==> src/rtl/uart_rx_deserializer_if.sv <==
// Receive-side holding-register interface: character, error flags and valid/ready handshake.
interface uart_rx_deserializer_if;
  logic [7:0] rx_data;
  logic       rx_valid;
  logic       rx_ready;
  logic       parity_err;
  logic       framing_err;
  logic       overrun_err;

  modport master (
    output rx_data, rx_valid, parity_err, framing_err, overrun_err,
    input  rx_ready
  );

  modport slave (
    input  rx_data, rx_valid, parity_err, framing_err, overrun_err,
    output rx_ready
  );
endinterface

==> src/rtl/uart_rx_deserializer.sv <==
// 16x-oversampled UART receiver with parity/stop checking and a single-entry
// valid/ready holding register.
module uart_rx_deserializer #(
  parameter int unsigned OVERSAMPLE = 16,
  parameter int unsigned DIV_W      = 16
) (
  input  logic             clk,
  input  logic             rst_n,
  input  logic             rx,
  input  logic [DIV_W-1:0] baud_div,
  input  logic [1:0]       data_bits,
  input  logic             parity_en,
  input  logic             parity_odd,
  input  logic             stop2,
  uart_rx_deserializer_if.master rx_if
);

  localparam logic [3:0] SamplePt = 4'(OVERSAMPLE / 2 - 1);

  typedef enum logic [2:0] {StIdle, StStart, StData, StParity, StStop1, StStop2} state_e;

  logic             rx_s1_q, rx_s2_q, rx_prev_q;
  logic [DIV_W-1:0] div_cnt_q;
  logic [DIV_W-1:0] div_last;
  logic [3:0]       bit_cnt_q;
  logic [2:0]       bit_idx_q;
  logic [2:0]       last_idx;
  logic [7:0]       data_q;
  logic             perr_q, ferr_q;
  logic [1:0]       cfg_bits_q;
  logic             cfg_par_q, cfg_odd_q, cfg_stop2_q;
  state_e           state_q;
  logic [7:0]       rx_data_q;
  logic             rx_valid_q, parity_err_q, framing_err_q, overrun_q;
  logic             fall, tick, sample, frame_done, stop_err, load;

  always_ff @(posedge clk or negedge rst_n) begin
    if (!rst_n) begin
      rx_s1_q   <= 1'b1;
      rx_s2_q   <= 1'b1;
      rx_prev_q <= 1'b1;
    end else begin
      rx_s1_q   <= rx;
      rx_s2_q   <= rx_s1_q;
      rx_prev_q <= rx_s2_q;
    end
  end

  always_comb begin
    fall       = rx_prev_q & ~rx_s2_q;
    div_last   = (baud_div == '0) ? '0 : baud_div - 1'b1;
    // >= rather than == so a divider lowered while idle cannot strand the counter
    tick       = (div_cnt_q >= div_last);
    sample     = tick && (bit_cnt_q == SamplePt);
    last_idx   = 3'd4 + {1'b0, cfg_bits_q};
    frame_done = sample && ((state_q == StStop1 && !cfg_stop2_q) || state_q == StStop2);
    stop_err   = ferr_q | ~rx_s2_q;
    load       = frame_done && (!rx_valid_q || rx_if.rx_ready);
  end

  always_ff @(posedge clk or negedge rst_n) begin
    if (!rst_n) begin
      state_q       <= StIdle;
      div_cnt_q     <= '0;
      bit_cnt_q     <= '0;
      bit_idx_q     <= '0;
      data_q        <= '0;
      perr_q        <= 1'b0;
      ferr_q        <= 1'b0;
      cfg_bits_q    <= '0;
      cfg_par_q     <= 1'b0;
      cfg_odd_q     <= 1'b0;
      cfg_stop2_q   <= 1'b0;
      rx_data_q     <= '0;
      rx_valid_q    <= 1'b0;
      parity_err_q  <= 1'b0;
      framing_err_q <= 1'b0;
      overrun_q     <= 1'b0;
    end else begin
      overrun_q <= 1'b0;

      if (state_q == StIdle && fall) div_cnt_q <= '0;
      else if (tick)                 div_cnt_q <= '0;
      else                           div_cnt_q <= div_cnt_q + 1'b1;

      if (state_q == StIdle) bit_cnt_q <= '0;
      else if (tick)         bit_cnt_q <= bit_cnt_q + 4'd1;

      if (rx_valid_q && rx_if.rx_ready) begin
        rx_valid_q    <= 1'b0;
        parity_err_q  <= 1'b0;
        framing_err_q <= 1'b0;
      end

      unique case (state_q)
        StIdle: begin
          if (fall) begin
            state_q     <= StStart;
            cfg_bits_q  <= data_bits;
            cfg_par_q   <= parity_en;
            cfg_odd_q   <= parity_odd;
            cfg_stop2_q <= stop2;
            data_q      <= '0;
            bit_idx_q   <= '0;
            perr_q      <= 1'b0;
            ferr_q      <= 1'b0;
          end
        end
        StStart: begin
          if (sample) state_q <= rx_s2_q ? StIdle : StData;
        end
        StData: begin
          if (sample) begin
            data_q[bit_idx_q] <= rx_s2_q;
            bit_idx_q         <= bit_idx_q + 3'd1;
            if (bit_idx_q == last_idx) state_q <= cfg_par_q ? StParity : StStop1;
          end
        end
        StParity: begin
          if (sample) begin
            perr_q  <= ^data_q ^ rx_s2_q ^ cfg_odd_q;
            state_q <= StStop1;
          end
        end
        StStop1: begin
          if (sample && cfg_stop2_q) begin
            ferr_q  <= ~rx_s2_q;
            state_q <= StStop2;
          end
        end
        StStop2: ;
        default: state_q <= StIdle;
      endcase

      if (frame_done) begin
        state_q <= StIdle;
        if (load) begin
          rx_data_q     <= data_q;
          parity_err_q  <= perr_q;
          framing_err_q <= stop_err;
          rx_valid_q    <= 1'b1;
        end else begin
          overrun_q <= 1'b1;
        end
      end
    end
  end

  assign rx_if.rx_data     = rx_data_q;
  assign rx_if.rx_valid    = rx_valid_q;
  assign rx_if.parity_err  = parity_err_q;
  assign rx_if.framing_err = framing_err_q;
  assign rx_if.overrun_err = overrun_q;

endmodule

==> src/flat_wrapper.sv <==
// flat-port wrapper written by rule: the top's interface ports become plain ports
module uart_rx_deserializer_flat 
#(
  parameter int unsigned OVERSAMPLE = 16,
  parameter int unsigned DIV_W      = 16
)
  (clk, rst_n, rx, baud_div, data_bits, parity_en, parity_odd, stop2, rx_if_rx_data, rx_if_rx_valid, rx_if_parity_err, rx_if_framing_err, rx_if_overrun_err, rx_if_rx_ready);
  uart_rx_deserializer_if rx_if_i ();
  input  logic clk;
  input  logic rst_n;
  input  logic rx;
  input  logic [DIV_W-1:0] baud_div;
  input  logic [1:0] data_bits;
  input  logic parity_en;
  input  logic parity_odd;
  input  logic stop2;
  output wire logic [$bits(rx_if_i.rx_data)-1:0] rx_if_rx_data;
  output wire logic [$bits(rx_if_i.rx_valid)-1:0] rx_if_rx_valid;
  output wire logic [$bits(rx_if_i.parity_err)-1:0] rx_if_parity_err;
  output wire logic [$bits(rx_if_i.framing_err)-1:0] rx_if_framing_err;
  output wire logic [$bits(rx_if_i.overrun_err)-1:0] rx_if_overrun_err;
  input wire logic [$bits(rx_if_i.rx_ready)-1:0] rx_if_rx_ready;
  assign rx_if_rx_data = rx_if_i.rx_data;
  assign rx_if_rx_valid = rx_if_i.rx_valid;
  assign rx_if_parity_err = rx_if_i.parity_err;
  assign rx_if_framing_err = rx_if_i.framing_err;
  assign rx_if_overrun_err = rx_if_i.overrun_err;
  assign rx_if_i.rx_ready = rx_if_rx_ready;
  uart_rx_deserializer #(.OVERSAMPLE(OVERSAMPLE), .DIV_W(DIV_W)) u_core (.clk(clk), .rst_n(rst_n), .rx(rx), .baud_div(baud_div), .data_bits(data_bits), .parity_en(parity_en), .parity_odd(parity_odd), .stop2(stop2), .rx_if(rx_if_i));
endmodule
==> config.mk <==
export PLATFORM = sky130hd
export DESIGN_NAME = uart_rx_deserializer_flat
export DESIGN_NICKNAME = d
export VERILOG_FILES = /design/src/rtl/uart_rx_deserializer_if.sv /design/src/rtl/uart_rx_deserializer.sv /design/src/flat_wrapper.sv
export SDC_FILE = /design/constraint.sdc
export NUM_CORES = 1
export LEC_CHECK = 0
export ABC_AREA = 1
export CAP_MARGIN = 10
export CORE_MARGIN = 4
export CORE_UTILIZATION = 52
export DETAILED_ROUTE_END_ITERATION = 8
export MAX_ROUTING_LAYER = met4
export PLACE_DENSITY = 0.87
export SETUP_SLACK_MARGIN = 0.2
export SYNTH_ARGS = -nofsm -noshare
export SYNTH_HDL_FRONTEND = slang
export SYNTH_SLANG_ARGS = --single-unit
==> constraint.sdc <==
create_clock -name clk -period 1.85 [get_ports clk]
set_clock_uncertainty 0.15 [all_clocks]
set_input_delay 0.37 -clock clk [delete_from_list [all_inputs] [get_ports clk]]
set_output_delay 0.37 -clock clk [all_outputs]
set_load 0.01 [all_outputs]
Word level (Yosys, flattened, before mapping)
Cells that the tools add are included.

Bits in registers: 56. Bits of input ports: 25. Output and inout port bits: 12.

Add/sub/neg operators: 5. $lt $le $gt $ge: 3. Equality and inequality tests: 18. Muxes and demuxes: 40. Bitwise operators: 5. Reduce and logical (&&, ||, !) cells: 25.

Operators by type and width (number): 2-to-1 mux 16 bit (3); 2-to-1 mux 3 bit (10); one-hot mux 3 bit (6 select lines) (1); adder 16 x 1 -> 16 bit (second input constant) (1); >= comparator 16 bit (1); logical NOT 16 bit (1); 2-to-1 mux 8 bit (2); one-hot mux 8 bit (2 select lines) (1); subtractor 16 x 1 -> 16 bit (second input constant) (1); 2-to-1 mux 1 bit (15); inequality test 3 x 1 -> 1 bit (second input constant) (5); AND reduction 3 bit (3); bitwise mux 8 bit (1); logical AND 1 bit (8); 2-to-1 mux 4 bit (2); inequality test 2 x 1 -> 1 bit (second input constant) (4); nonzero test 2 bit (4); XOR reduction 8 bit (1); AND reduction 7 bit (1); == test 3 x 2 -> 1 bit (second input constant) (2); == test 3 bit (second input constant) (2); one-hot mux 3 bit (2 select lines) (1); adder 4 x 1 -> 4 bit (second input constant) (1); == test 4 x 3 -> 1 bit (second input constant) (1); other kinds (19) (24).

Logic depth before layout (Yosys ltp)
Gate-level depths: netlist of the first run.

Depth after elaboration: 8. Gate-level depth with buffers: 25. Depth with buffers taken out: 24.

Least setup slack after synthesis of the first run
No wires, ideal clock.

Path kind: input-to-reg. From: in baud_div[0]. To: reg u_core.data_q[1]. Arrival time: 2.717 ns. Required time: 1.582 ns. Path slack: -1.135 ns. Cell stages on the path: 23. Path buffers: 1. Cells stage by stage: inv_1 > ha_1 > inv_1 > nor2_2 > inv_2 > nor2_2 > inv_2 > nor2_2 > nand3_1 > a21o_1 > ha_1 > nand2_1 > o21ai_0 > a21oi_2 > nand2_4 > nand2_4 > inv_4 > nand2_2 > nand2_4 > buf_12 > nand2_4 > nand2_1 > o21ai_2.

Cells in the longest elaborated chain, start to end: 6. Elaborated cells between the ends (all ways): 7. Those cells by class: add/sub: 1; order compare: 1; eq/ne: 1; mux: 1; reduce/logical: 3.

RTL lines: from (decl) (line flat_wrapper.sv:12) `input logic [DIV_W-1:0] baud_div;`; subtractor 16 x 1 -> 16 bit or logical NOT 16 bit (tied branches) (line uart_rx_deserializer.sv:51) `div_last = (baud_div == '0) ? '0 : baud_div - 1'b1;`; 2-to-1 mux 16 bit * (line uart_rx_deserializer.sv:51); >= comparator 16 bit * (line uart_rx_deserializer.sv:53) `tick = (div_cnt_q >= div_last);`; logical AND 1 bit * (line uart_rx_deserializer.sv:54) `sample = tick && (bit_cnt_q == SamplePt);`; inequality test 2 x 1 -> 1 bit (no source line) *; AND reduction 3 bit (no source line) *; to (signal, indexed assignment) (line uart_rx_deserializer.sv:114) `data_q[bit_idx_q] <= rx_s2_q;`; to (decl) (line uart_rx_deserializer.sv:28) `logic [7:0] data_q;`.

Every way passes the cells marked *; elsewhere a longest branch is shown, timed or not. A chain may end at the register's enable or synchronous reset.

Final worst setup path of the first run
From: in baud_div[2]. To: reg u_core.div_cnt_q[1].

Cells in the longest elaborated chain, start to end: 5. Elaborated cells between the ends (all ways): 6. Those cells by class: add/sub: 1; order compare: 1; mux: 3; reduce/logical: 1.

RTL lines: subtractor 16 x 1 -> 16 bit or logical NOT 16 bit (tied branches) (line uart_rx_deserializer.sv:51); 2-to-1 mux 16 bit * (line uart_rx_deserializer.sv:51); >= comparator 16 bit * (line uart_rx_deserializer.sv:53); 2-to-1 mux 16 bit * (line uart_rx_deserializer.sv:83) `else if (tick) div_cnt_q <= '0;`; 2-to-1 mux 16 bit * (line uart_rx_deserializer.sv:82) `if (state_q == StIdle && fall) div_cnt_q <= '0;`; to (signal assigned) (line uart_rx_deserializer.sv:84) `else div_cnt_q <= div_cnt_q + 1'b1;`; to (decl) (line uart_rx_deserializer.sv:23) `logic [DIV_W-1:0] div_cnt_q;`.

Marks and branches as above.

==> results.toml, run 1 <==
[worst_hold_path]
worst_hold_path.endpoint = "u_core.rx_s2_q"
holdCritStartpoint = "u_core.rx_s1_q"
hp-class = "reg2reg"
worst_hold_path.num_cells = 0

[floorplanning]
area_of_the_die_um2 = 8700
pin_count = 37
height_of_the_die_um = 93.3
dieWidth_um = 93.3
starting_density_of_the_core_pct = 54.4
core_um2 = 6940
floorplan.rows = 30

[yosys]
synthesis.instances = 487
yosys-top-cells-area = "dfrtp_1 (35%), nand2_1 (13%), ha_1 (7.0%)"
post_synth_instance_area_um2 = 3780
synth_top_cell_area_share_pct = 35.1
synth_commonest_cells = "nand2_1 (126), dfrtp_1 (53), nor2_1 (52), inv_1 (51)"
async_reset_ff_share_pct = 100
syn_avg_cell_area_um2 = 7.76
synth_flop_cell = "dfrtp_1"
cell_taking_the_most_area_after_synthesis = "dfrtp_1"
yosys_warnings = 0
yosysMostFrequentCell = "nand2_1"
ys_ff_latch = 56
synthDistinctLibCells = 44
synth-seq-area-share_pct = 37.2
synth_enable_flop_cells = 0
synth.net_count = 533

[global_routing]
grt_overflow_total = 0
met2_layer_usage_reported_by_global_route_pct = 44.6
global_route.peak_usage_layer = "met2"
grt_pass1_vias = 3869
grt_usage_pct = 26.0
grt_start_max_net_pins = 30
grt_antenna_before_repair = 0
grt_first_pass_wirelength_mm = 17.5
grt_util_met1_pct = 28.6
globalRouteMet3Util_pct = 4.75

[route]
drcViolationCount = 0
drt-vias-per-instance = 5.82
avgRoutedWirePerCell_um = 18.4
drtIter0Drc = 382
routed_wirelength_mm = 12.8
antenna_violating_nets_post_route = 0
first_pass_iters = 8
route.vias.total = 4052

[sta]
timing.max_slew.rel_slack_pct = 66.7
slew_viol_final = 0
grt_setup_unrepaired = "yes"
layout_min_cycle_time_ps = 3270
fin_hold_ws_ps = 213
finalSetupViolCount = 48
tightestPinTransition_ps = 499
layout_worst_path_cycle_share_pct = 177
post-route-worst-setup-slack_ps = -1420
achievable-frequency_mhz = 306
report.final.hold_viol_count = 0

[power_and_ir_drop]
vdd.ir_drop.worst_v = 0.000586
power_density_nw_per_um2 = 738
cellLeakagePower_nw = 2.63

[critical_path]
worst_ep_required_time_ps = 1950
worst_stage_delay_on_the_critical_path_ps = 280
worstSetupStartpointType = "primary input"
crit_path_frequent_cell = "nand2_4"
rr_startpoint = "u_core.div_cnt_q[1]"
critPathMaxFanout = 7
cp_top_family = "simple AND/OR/NAND/NOR gates"
minimum_setup_slack_among_reg_to_reg_paths_ps = -440
setup.worst_path.end_class = "flop"
critical_path_buf_inv_count = 5
regToRegEndpoint = "u_core.rx_if.rx_data[4]"
setup.worst_path.class = "in2reg"
critical_path.cell_chain = "buf_8 > nor2_4 > nand2_2 > nor3_2 > inv_1 > or2_4 > nor3_4 > xor2_1 > nand2_1 > ha_4 > a21oi_1 > o21ai_1 > a21oi_2 > nand2_4 > buf_4 > inv_2 > nand2_4 > buf_6 > nor2_1"
reg2reg_path_depth = 14
critPathArrivalTime_ps = 3370
slowest_stage = "or2_4"

[clock_tree]
tritoncts = "built"
maximum_level_of_the_cts_h_tree = 2
numCtsBuffers = 5
reg_clk_slew_reported_paths_ps = 110
clock_sink_count = 56
latest_clock_arrival_within_the_worst_skew_pair_ps = 320
clock-root-buffer = "clkbuf_8"
number_of_buffers_between_clock_root_and_the_deepest_sink = 2

[flow_run]
max_cap_viol_count = 0

[place]
hpwl_mm = 7.08
gpl.final_weighted_congestion = 0.921
placed_area_um2 = 4740
io_buffers = 36
placed_cell_count = 672

[run_status]
violated_checks = "setup timing"
status = "finished, violations left"

[layout]
final_layout_size_suffix_gt1_share_pct = 35.3
area_growth_syn_to_layout_pct = 40.4
layout.cell_area.non_filler_um2 = 5310
layoutNonFillerInstCount = 696
num_antenna_cells = 0
num-nets-final = 645
==> report_power, final <==
part	total, W	internal (W)	switching, W
Clock	0.000721	0.000279	0.000442
Sequential	0.00153	0.00138	0.000149
Combinational	0.00167	0.000634	0.00103
Total	0.00392	0.00229	0.00162
==> cell type report <==
type                            instances  area, um2
Clock buffer                            5       68.8
Clock inverter                          3       27.5
Sequential cell                        56       1410
Multi-Input combinational cell        363       2500
Inverter                               62        240
Fill cell                             399       1640
Tap cell                               96        120
Timing Repair Buffer                  111        946
==> through the flow <==
step | total power (W) | setup TNS [ps] | setup WS, ps | utilization (%)
floorplan | 0.00246 | -40770 | -981 | -
global placement | 0.00287 | -72570 | -1630 | 68.3
detailed placement | 0.00295 | -80700 | -1820 | 68.3
CTS | 0.00372 | -52740 | -1180 | 73.0
global route | 0.00413 | -70930 | -1570 | 76.4
finish | 0.00392 | -65380 | -1420 | 76.4
==> timing repair <==
| item | CTS | global route |
|---|---|---|
| gates resized for setup | 84 | 42 |
| endpoints found under the setup margin | 62 | 50 |
| hold buffers | 1 | 0 |
| hold endpoints to repair | 15 | 0 |
| pin swaps | 23 | 32 |
| buffers inserted | 7 | 7 |
| cloned | 1 | 0 |
==> state kept, by name, summed over array words and instances, names as in the netlist <==
name and flops:
u_core.div_cnt_q 16, u_core.rx_if.rx_valid 1, u_core.rx_if.overrun_err 1, u_core.data_q 8
u_core.cfg_stop2_q 1, u_core.cfg_par_q 1, u_core.rx_if.rx_data 8, u_core.perr_q 1
u_core.state_q 3, u_core.ferr_q 1, u_core.rx_if.framing_err 1, u_core.rx_prev_q 1
u_core.cfg_bits_q 2, u_core.bit_cnt_q 4, u_core.rx_s2_q 1, u_core.bit_idx_q 3
u_core.rx_if.parity_err 1, u_core.rx_s1_q 1, u_core.cfg_odd_q 1
==> how the worst max path moves through the flow <==
| stage | start | to | depth (start not counted) |
|---|---|---|---|
| floorplan | baud_div[2] | u_core.data_q[1] | 21 |
| global placement | baud_div[2] | u_core.data_q[0] | 25 |
| detailed placement | baud_div[2] | u_core.data_q[0] | 21 |
| CTS | baud_div[1] | u_core.data_q[2] | 21 |
| global route | baud_div[8] | u_core.div_cnt_q[1] | 21 |
| finish | baud_div[2] | u_core.div_cnt_q[1] | 19 |
==> logic make-up after synthesis <==
logic type               after synthesis  share of synthesized area [%]
adder cells (fa/ha/maj)               21                           6.95
AO/OA/AOI/OAI                         52                           8.34
AND/OR/NAND/NOR                      264                           34.1
flip-flops                            56                           37.2
buffers and inverters                 69                           7.68
XOR/XNOR                              25                           5.79
==> routing by layer <==
metal	vias to the layer above	routed length (um)	share of wire [%]
li1	1792	-	-
met1	1912	4660	36
met2	261	6360	50
met3	87	993	7.7
met4	0	805	6.3
met5	-	0	0
==> cells in the final DEF, fill, tap and decap left out, drive strengths merged <==
master / n
a211oi: 3
a21o: 1
a21oi: 17
a31oi: 1
and2: 1
and3: 1
buf: 78
clkbuf: 7
clkdlybuf4s50: 10
clkinv: 1
clkinvlp: 1
dfrtp: 53
dfstp: 3
dlygate4sd2: 19
dlygate4sd3: 1
dlymetal6s2s: 1
ha: 21
inv: 63
nand2: 143
nand3: 25
nand3b: 3
nand4: 12
nor2: 59
nor3: 15
nor3b: 1
nor4: 3
o211ai: 1
o21ai: 27
o22ai: 1
o31ai: 1
or2: 2
xnor2: 5
xor2: 20
(Power assumes the default switching activity.)
==> run 2: changes to the inputs <==
--- a/config.mk
+++ b/config.mk
@@ -10,9 +10,9 @@
 export CORE_MARGIN = 4
 export CORE_UTILIZATION = 52
 export DETAILED_ROUTE_END_ITERATION = 8
-export MAX_ROUTING_LAYER = met4
 export PLACE_DENSITY = 0.87
 export SETUP_SLACK_MARGIN = 0.2
+export SKIP_LAST_GASP = 1
 export SYNTH_ARGS = -nofsm -noshare
 export SYNTH_HDL_FRONTEND = slang
 export SYNTH_SLANG_ARGS = --single-unit
==> results.toml, run 2 (synthesized netlist as in run 1, its figures left out) <==
[layout]
final_layout_size_suffix_gt1_share_pct = 41.0
top_register = "u_core.div_cnt_q"
mostFrequentLayoutCells = "nand2_1 (89), buf_4 (74), dfrtp_1 (53)"
largest_reg_flops = 16
area_growth_syn_to_layout_pct = 46.4
num_antenna_cells = 0
filler_cell_count = 348
layoutNonFillerInstCount = 708
num-nets-final = 657
layout_commonest_cell = "nand2_1"

[global_routing]
grt_start_max_net_pins = 57
grt_first_pass_wirelength_mm = 17.4
grt_usage_pct = 24.8
grt_pass1_vias = 3861
grt_antenna_before_repair = 0
grt_overflow_total = 0

[sta]
tightestPinTransition_ps = 452
layout_min_cycle_time_ps = 3120
finalSetupViolCount = 48
achievable-frequency_mhz = 320
grt_setup_unrepaired = "yes"
report.final.hold_viol_count = 0
slew_viol_final = 0
fin_hold_ws_ps = 213
setup_tns_ps = -56740
layout_worst_path_cycle_share_pct = 169
timing.max_slew.rel_slack_pct = 69.6
post-route-worst-setup-slack_ps = -1270

[clock_tree]
numCtsBuffers = 5
maximum_level_of_the_cts_h_tree = 2
latest_clock_arrival_within_the_worst_skew_pair_ps = 330
number_of_buffers_between_clock_root_and_the_deepest_sink = 2
clock-root-buffer = "clkbuf_8"
tritoncts = "built"
reg_clk_slew_reported_paths_ps = 110
clock_sink_count = 56

[floorplanning]
dieWidth_um = 93.3
area_of_the_die_um2 = 8700
core_um2 = 6940
floorplan.rows = 30
starting_density_of_the_core_pct = 54.4
height_of_the_die_um = 93.3
pin_count = 37

[power_and_ir_drop]
power_density_nw_per_um2 = 736
switchingPower_w = 0.00172
cellLeakagePower_nw = 2.74
power_frac_seq_pct = 37.7
clock_power_share_pct = 17.9
vdd.ir_drop.worst_v = 0.000710
power.switching_fraction_pct = 42.2
internal_power_w = 0.00236
combPwrFrac_pct = 44.4

[critical_path]
critical_path_buf_inv_count = 8
worstSetupStartpointType = "primary input"
setup.worst_path.class = "in2reg"
worstSetupStartpoint = "baud_div[2]"
critical_path.cell_chain = "buf_8 > buf_4 > nor2_1 > inv_1 > nor2_4 > inv_2 > nor2_4 > inv_2 > nor2_4 > or2_2 > nand3_1 > ha_1 > a21oi_1 > o21ai_1 > a21oi_2 > nand2_4 > buf_6 > inv_6 > buf_6 > nor3_1 > nor3_1"
slowest_stage = "ha_1"
rr_startpoint = "u_core.div_cnt_q[5]"
critPathArrivalTime_ps = 3200
crit_cells = 21
crit_path_frequent_cell = "nor2_4"
cp-endpoint = "u_core.bit_cnt_q[2]"
cp_top_family = "simple AND/OR/NAND/NOR gates"
setup.worst_path.end_class = "flop"
worst_stage_delay_on_the_critical_path_ps = 250
critPathMaxFanout = 6
regToRegEndpoint = "u_core.div_cnt_q[14]"
reg2reg_path_depth = 9
worst_ep_required_time_ps = 1920
minimum_setup_slack_among_reg_to_reg_paths_ps = -460

[run_status]
status = "finished, violations left"
violated_checks = "setup timing"

[route]
routed_wirelength_mm = 14.3
route.vias.total = 4226
antenna_violating_nets_post_route = 0
first_pass_iters = 5
avgRoutedWirePerCell_um = 20.2
drcViolationCount = 0
drt-vias-per-instance = 5.97
drtIter0Drc = 467

[worst_hold_path]
hp-class = "reg2reg"

[place]
io_buffers = 36
hpwl_mm = 6.88
placed_cell_count = 671
gpl.final_weighted_congestion = 0.892

[flow_run]
max_cap_viol_count = 0
## run 2: how the worst min path moves through the flow
stage | from | slack, ps | cells after the start | endpoint
5_1_grt | u_core.rx_s1_q | 220 | 0 | u_core.rx_s2_q
2_1_floorplan | rst_n | -80 | 0 | u_core.bit_cnt_q[0]
6_report | u_core.rx_s1_q | 210 | 0 | u_core.rx_s2_q
3_3_place_gp | u_core.rx_s1_q | 200 | 0 | u_core.rx_s2_q
3_5_place_dp | u_core.rx_s1_q | 200 | 0 | u_core.rx_s2_q
4_1_cts | u_core.rx_s1_q | 210 | 0 | u_core.rx_s2_q
## run 2: cell type report
cell class / count / area [um2] / area share [%]
Sequential cell: 56 / 1410 / 25.4
Timing Repair Buffer: 123 / 1050 / 19.0
Clock buffer: 5 / 68.8 / 1.24
Multi-Input combinational cell: 363 / 2620 / 47.3
Clock inverter: 3 / 21.3 / 0.384
Tap cell: 96 / 120 / 2.17
Inverter: 62 / 249 / 4.50
## run 2: per-layer routing
metal,vias to the layer above,part of all wire [%],track usage (%)
li1,1822,-,-
met1,2015,36,28.3
met2,289,49,45.3
met3,100,8.2,4.34
met4,0,6.5,10.1
met5,-,0,0
## run 2: per-stage QoR
stage	setup WS, ps	util (%)	total power (W)	cell area (um2)
after detailed placement	-1770	68.2	0.00294	4740
after floorplan	-981	-	0.00246	3860
after CTS	-1090	73.9	0.00371	5130
after global placement	-1630	68.2	0.00287	4740
after global routing	-1410	79.7	0.00430	5540
final	-1270	79.7	0.00407	5540
## run 2: what timing repair did
item / in CTS / in global routing
pin swaps: 32 / 45
hold buffers: 1 / 0
endpoints found under the hold margin: 53 / 0
buffers inserted: 14 / 13
gates cloned: 1 / 0
resized for setup: 92 / 77
endpoints found under the setup margin: 60 / 53
## run 2: power groups by stage
stage	registers, W	clock network, W	logic (W)
2_1_floorplan	0.00152	0	0.000940
3_3_place_gp	0.00152	0	0.00135
3_5_place_dp	0.00153	0	0.00141
4_1_cts	0.00151	0.000697	0.00150
5_1_grt	0.00155	0.000773	0.00197
6_report	0.00154	0.000728	0.00181
